$ cat src/rtl/tdm_demux.sv
// rtl/tdm_demux.sv - serial-to-parallel TDM demultiplexer locked to a frame-start marker
//
// Ports:
//   clk         rising-edge clock
//   rst_n       asynchronous active-low reset
//   in_bit      serial data bit for the current slot
//   in_valid    in_bit is valid and is consumed this cycle
//   frame_start marks the current valid bit as slot 0
//   out         last completed frame, bit k = bit received in slot k
//   out_valid   one-cycle pulse when out is updated
//   slot        slot index the next accepted bit will fill
//   locked      high once a frame_start has been seen (RUN state)
//   sync_err    one-cycle pulse when frame_start arrives mid-frame
module tdm_demux #(
    parameter int WIDTH = 4,
    parameter int SEL_W = $clog2(WIDTH)
) (
    input  logic             clk,
    input  logic             rst_n,
    input  logic             in_bit,
    input  logic             in_valid,
    input  logic             frame_start,
    output logic [WIDTH-1:0] out,
    output logic             out_valid,
    output logic [SEL_W-1:0] slot,
    output logic             locked,
    output logic             sync_err
);

    typedef enum logic {
        ST_IDLE = 1'b0,
        ST_RUN  = 1'b1
    } state_t;

    localparam logic [SEL_W-1:0] LAST_SLOT = SEL_W'(WIDTH - 1);

    state_t           state_q, state_d;
    logic [WIDTH-1:0] partial_q, partial_d;
    logic [WIDTH-1:0] out_q, out_d;
    logic             out_valid_q, out_valid_d;
    logic [SEL_W-1:0] slot_q, slot_d;
    logic             sync_err_q, sync_err_d;

    always_ff @(posedge clk or negedge rst_n) begin
        if (!rst_n) begin
            state_q     <= ST_IDLE;
            partial_q   <= '0;
            out_q       <= '0;
            out_valid_q <= 1'b0;
            slot_q      <= '0;
            sync_err_q  <= 1'b0;
        end else begin
            state_q     <= state_d;
            partial_q   <= partial_d;
            out_q       <= out_d;
            out_valid_q <= out_valid_d;
            slot_q      <= slot_d;
            sync_err_q  <= sync_err_d;
        end
    end

    always_comb begin
        state_d     = state_q;
        partial_d   = partial_q;
        out_d       = out_q;
        out_valid_d = 1'b0;
        slot_d      = slot_q;
        sync_err_d  = 1'b0;

        case (state_q)
            ST_IDLE: begin
                // Unlocked: everything except a marked bit is dropped.
                if (in_valid && frame_start) begin
                    partial_d    = '0;
                    partial_d[0] = in_bit;
                    slot_d       = SEL_W'(1);
                    state_d      = ST_RUN;
                end
            end
            ST_RUN: begin
                if (in_valid) begin
                    if (frame_start && (slot_q != '0)) begin
                        // Resync takes priority even on the final slot:
                        // the partial word is thrown away, never emitted.
                        sync_err_d   = 1'b1;
                        partial_d    = '0;
                        partial_d[0] = in_bit;
                        slot_d       = SEL_W'(1);
                    end else if (slot_q == LAST_SLOT) begin
                        out_d       = {in_bit, partial_q[WIDTH-2:0]};
                        out_valid_d = 1'b1;
                        partial_d   = '0;
                        slot_d      = '0;
                    end else begin
                        partial_d[slot_q] = in_bit;
                        slot_d            = slot_q + SEL_W'(1);
                    end
                end
            end
            default: state_d = ST_IDLE;
        endcase
    end

    assign out       = out_q;
    assign out_valid = out_valid_q;
    assign slot      = slot_q;
    assign locked    = (state_q == ST_RUN);
    assign sync_err  = sync_err_q;

endmodule

$ cat config.mk
export PLATFORM = sky130hd
export DESIGN_NAME = tdm_demux
export DESIGN_NICKNAME = d
export VERILOG_FILES = /design/src/rtl/tdm_demux.sv
export SDC_FILE = /design/constraint.sdc
export NUM_CORES = 1
export LEC_CHECK = 0
export ABC_AREA = 1
export CORE_AREA = 2 2 42 44
export DETAILED_ROUTE_END_ITERATION = 10
export DIE_AREA = 0 0 44 46
export GPL_TIMING_DRIVEN = 0
export HOLD_SLACK_MARGIN = 0.03
export PLACE_DENSITY = 0.78
export SLEW_MARGIN = 20
export SYNTH_ARGS = -nofsm -noshare
export SYNTH_HDL_FRONTEND = slang
export SYNTH_SLANG_ARGS = --single-unit
$ cat constraint.sdc
create_clock -name clk -period 1.3 [get_ports clk]
set_input_delay 0.195 -clock clk [delete_from_list [all_inputs] [get_ports clk]]
set_output_delay 0.195 -clock clk [all_outputs]
set_load 0.01 [all_outputs]
---- Word level (Yosys, flattened, before mapping) ----
Index checks and enable logic that the tools add are counted.
cells by class
  muxes and demuxes ....................... 22
  bitwise gates (word level) .............. 2
  equal/unequal tests ..................... 3
  $lt $le $gt $ge ......................... 2
  reduce and logical (&&, ||, !) cells .... 6
  add/sub/neg operators ................... 1
operator list
  kind                                                                                  number
  4-bit two-way mux                                                                     4
  1-bit two-way mux                                                                     10
  2-bit two-way mux                                                                     4
  4-bit case mux with 2 select lines                                                    1
  4-bit bitwise mux                                                                     1
  2-bit != test (second input constant)                                                 2
  2-bit case mux with 2 select lines                                                    1
  4-bit AND reduction                                                                   1
  1-bit logical AND                                                                     3
  2-bit by 3-bit < comparator with 1-bit output (second input constant)                 1
  2-bit by 1-bit adder with 2-bit output (second input constant)                        1
  1-bit demux with 2-bit select                                                         1
  2-bit equality test (second input constant)                                           1
  2-bit by 1-bit greater-or-equal comparator with 1-bit output (second input constant)  1
  1-bit inverter                                                                        2
  2-bit AND reduction                                                                   1
  2-bit nonzero test                                                                    1
storage, ports and cells
  bits of input ports ..................... 5
  logic and storage cells ................. 42
  register bits after elaboration ......... 13
  output and inout bits ................... 9

---- Logic depth before layout (Yosys ltp) ----
  depth in word-level cells ............... 9
  gate-level depth with buffers ........... 7
  mapped depth without buffers ............ 7

---- Least setup slack after synthesis ----
Ideal clock, no wire load.
  path kind ............................... register to register
  from .................................... reg slot_q[0], in the netlist slot[0]
  to ...................................... reg out_q[0], in the netlist out[0]
  arrival time ............................ 1,271 ps
  buffers on the path ..................... 0
  period minus slack after synthesis ...... 1,393 ps
  library setup time ...................... 122 ps
  data required time ...................... 1,178 ps
  stages on the path, launching flop included .. 8
  slack ................................... -93 ps
  cells stage by stage .................... dfrtp_1 > inv_1 > ha_1 > inv_1 > nand2_1 > nand4_2 > nand2_1 > o21ai_1
on the way
  longest elaborated chain between the ends .. 4
  elaborated cells on any way between the ends .. 5
  those cells by class .................... eq/ne: 1; bitwise: 1; reduce/logical: 3
RTL lines
  item                                      line  RTL
  from (decl)                               41    logic [SEL_W-1:0] slot_q, slot_d;
  from (signal assigned)                    57    slot_q <= slot_d;
  2-bit nonzero test                        82    if (frame_start && (slot_q != '0)) begin
  1-bit logical AND                         82
  1-bit inverter (no source line)           --
  4-bit AND reduction (no source line) (*)  --
  to (signal assigned)                      55    out_q <= out_d;
  to (decl)                                 39    logic [WIDTH-1:0] out_q, out_d;
Every way passes the cells marked *; elsewhere a longest branch is shown, timed or not.
A chain may end at the register's enable or synchronous reset.

---- Worst setup path in the final report ----
  from .................................... reg slot_q[0], in the netlist slot[0]
  to ...................................... out slot[0]
RTL lines
  item       line  RTL
  to (decl)  25    output logic [SEL_W-1:0] slot,
No word-level cell between the ends.

==> results by group <==
Layout
  – Nets: 115
  – Fillers: 148
  – Synth-to-layout area growth: 56.07%
  – Antenna diodes: 0
  – Post-route core utilization: 0.5977
  – Layout cell share with drive strength beyond 1: 0.3462

STA
  – Final WS setup: roughly 0.030 ns
  – # setup viols final: 0
  – F_max: around 790 MHz
  – Minimum clock period: roughly 1.3 ns
  – Fin. Hold Viols: 0
  – Max-slew violations: 0
  – Clk_skew: between 0.005 and 0.006 ns
  – Slew headroom: 0.6451
  – RSZ-0062 raised after global routing: yes
  – Post-route clock period utilization: 0.9768
  – Slew @ Worst Pin: roughly 0.53 ns
  – Setup TNS: 0 ns
  – Hold slack: 0.2560 ns

Floorplanning
  – Top Ports: 14
  – Die Wd: 44 um
  – Die Height: about 46 um
  – Die area: slightly above 2000 um2
  – Area of the core: around 1600 um2
  – Starting Density: 0.3829
  – # rows: 15

Synth
  – Yosys warning count: 0
  – Register area share after synthesis: 0.4858
  – Post-synthesis mux area share: 0
  – Adder-cell area share of the yosys netlist: 0.1012
  – Syn Std Cell Area: 618.1 um2
  – Syn Nets: 85
  – XOR/XNOR share of the synthesized area: 0
  – Syn avg cell area: between 8 and 9 um2
  – Simple-Gate Fraction of Synth Area: 0.2834
  – Count of cell types in the netlist: 13
  – Synth area leaders: dfrtp_1 (49%), nand2_1 (13%), ha_1 (10%), o21ai_1 (5.7%), nor2_1 (4.9%)
  – Synth top area share: 0.4858
  – Cells after Synth: 75
  – Synth Register Bits: 12
  – Complex-gate fraction of the synthesized area: 0.08097
  – Yosys top cell by area: dfrtp_1
  – Largest family of logic cells by synthesized area: simple AND/OR/NAND/NOR gates

Routing
  – Drt drc: 0
  – Routed Antenna Nets: 0
  – Drt total wl: 1626 um
  – TritonRoute pass-1 iters: 4
  – Via density: ~5.1
  – Drt wl/cell: roughly 13 um
  – Vias: between 600 and 700
  – Iter 0 DRT Violations: 5

Worst setup path
  – Critical path arrival: 1.07 ns
  – Crit-path cells: buf_4, clkdlybuf4s15_1
  – Slowest stage cell, crit path: dfrtp_2
  – Crit Path Category: reg2out
  – Worst path max stage delay: ~0.43 ns
  – Worst setup SP type: flop
  – Largest fanout on the critical path: 3
  – Required @ worst endpoint: roughly 1.1 ns
  – Kind of end point of the critical path: primary output

Clock network
  – # H-tree levels: 1
  – CTS tree: yes
  – TritonCTS buffer count: 3
  – CTS Sinks: 12
  – CTS root buffer: clkbuf_4
  – Clk buf depth: 2
  – Hold buffer count at cts: 0
  – Clk_lat worst skew: about 0.28 ns
  – Clk slew on worst S/H paths: 0.08 ns

Worst hold path
  – Worst min path class: in2async

Power and ir drop
  – Pleak: a little under 0.5 nW
  – Max VDD drop: slightly above 1000 uV
  – Power density over the cells: 1982 nW/um2

Run status
  – Status: finished clean

Placement
  – PortBufs: 13
  – RD Place Congestion: approximately 0.84
  – HPWL after detailed placement: around 940 um
  – Setup Slack @ Placement: -0.1269 ns

GRT
  – GRT overflow: 0
  – Vias in the first global route: around 580
  – Largest net degree at the start of global routing: 13
  – Global-route wire length before repair: 2401 um
  – Total GRT Usage: 0.1621
  – Initial antenna violation count: 0

Run
  – Max-cap violations: 0
[per-stage QoR]
stage / cell area [um2] / std cells / power, mW
after floorplan: 631.9 / 75 / 1.005
after global routing: 964.7 / 121 / 2.049
final: 964.7 / 121 / 1.912
after global placement: 783.3 / 105 / 1.269
after detailed placement: 783.3 / 105 / 1.293
after CTS: 878.3 / 117 / 1.672
[synthesized netlist by cell type, drive strengths merged]
cell   number
nand2      24
dfrtp      12
o21ai      10
nor2        9
inv         8
ha          5
nand3       5
nand4       2
[path summary, 6_finish.rpt]
path	start	endpoint	slack [ns]	depth (start not counted)
worst max-delay path	slot[0]	slot[0]	0.03	2
worst min-delay path	rst_n	out[3]	0.26	1
worst max register to register	slot[1]	partial_q[2]	0.04	7
worst min register to register	out[0]	out[0]	0.48	2
max in group asynchronous	rst_n	slot[1]	0.66	1
min in group clk	out[0]	out[0]	0.48	2
[cells by family after synthesis]
| family | Yosys count |
|---|---|
| AND/OR/NAND/NOR | 40 |
| buffers and inverters | 8 |
| adder cells (fa/ha/maj) | 5 |
| AO/OA/AOI/OAI | 10 |
| flip-flops | 12 |
[metal layers]
layer,GRT usage,vias up,wire length [um]
met1,0.2092,301,686
met2,0.2647,17,850
met3,0.01587,2,64
met5,0,-,0
met4,0.09091,0,23
li1,-,296,-
[registers in the layout (all words and copies together), names as in the netlist]
signal	cells
out_valid	1
sync_err	1
slot	2
locked	1
out	4
partial_q	3
[repair_timing]
action,in CTS,in global routing
endpoints found under the hold margin,0,0
gates cloned,0,0
pin swaps,1,3
setup buffers,8,4
gates resized for setup,14,15
endpoints found under the setup margin,15,10
[power breakdown]
part	total [mW]	internal (mW)	switching, mW
registers	0.579	0.499	0.0800
clock network	0.303	0.171	0.133
logic	1.03	0.503	0.527
total	1.91	1.17	0.740
[area by class of cell]
class | instances | area (um2) | share of cell area
inverter | 8 | 30.03 | 0.03113
clock buffer | 4 | 36.28 | 0.03761
tap | 17 | 21.27 | 0.02205
timing repair buffer | 25 | 219.0 | 0.2270
multi-input combinational | 55 | 354.1 | 0.3671
sequential | 12 | 304.0 | 0.3152
[critical path, delay by kind of cell, from the launching register on]
family,cells,cell delay (ns)
flops,1,0.43
buf+inv,2,0.36
[placed cells by master (no fill, tap or decap)]
cell,instances
buf_4,10
buf_6,2
clkbuf_4,3
clkbuf_8,1
clkdlybuf4s15_1,2
clkdlybuf4s50_1,4
dfrtp_1,9
dfrtp_2,3
dlygate4sd2_1,7
ha_1,3
ha_4,2
inv_1,4
inv_2,4
nand2_1,17
nand2_2,6
nand2_4,1
nand3_1,3
nand3_2,2
nand4_1,1
nand4_4,1
nor2_1,8
nor2_4,1
o21ai_0,2
o21ai_1,8
Note: power is estimated with default switching activity, not from simulation.
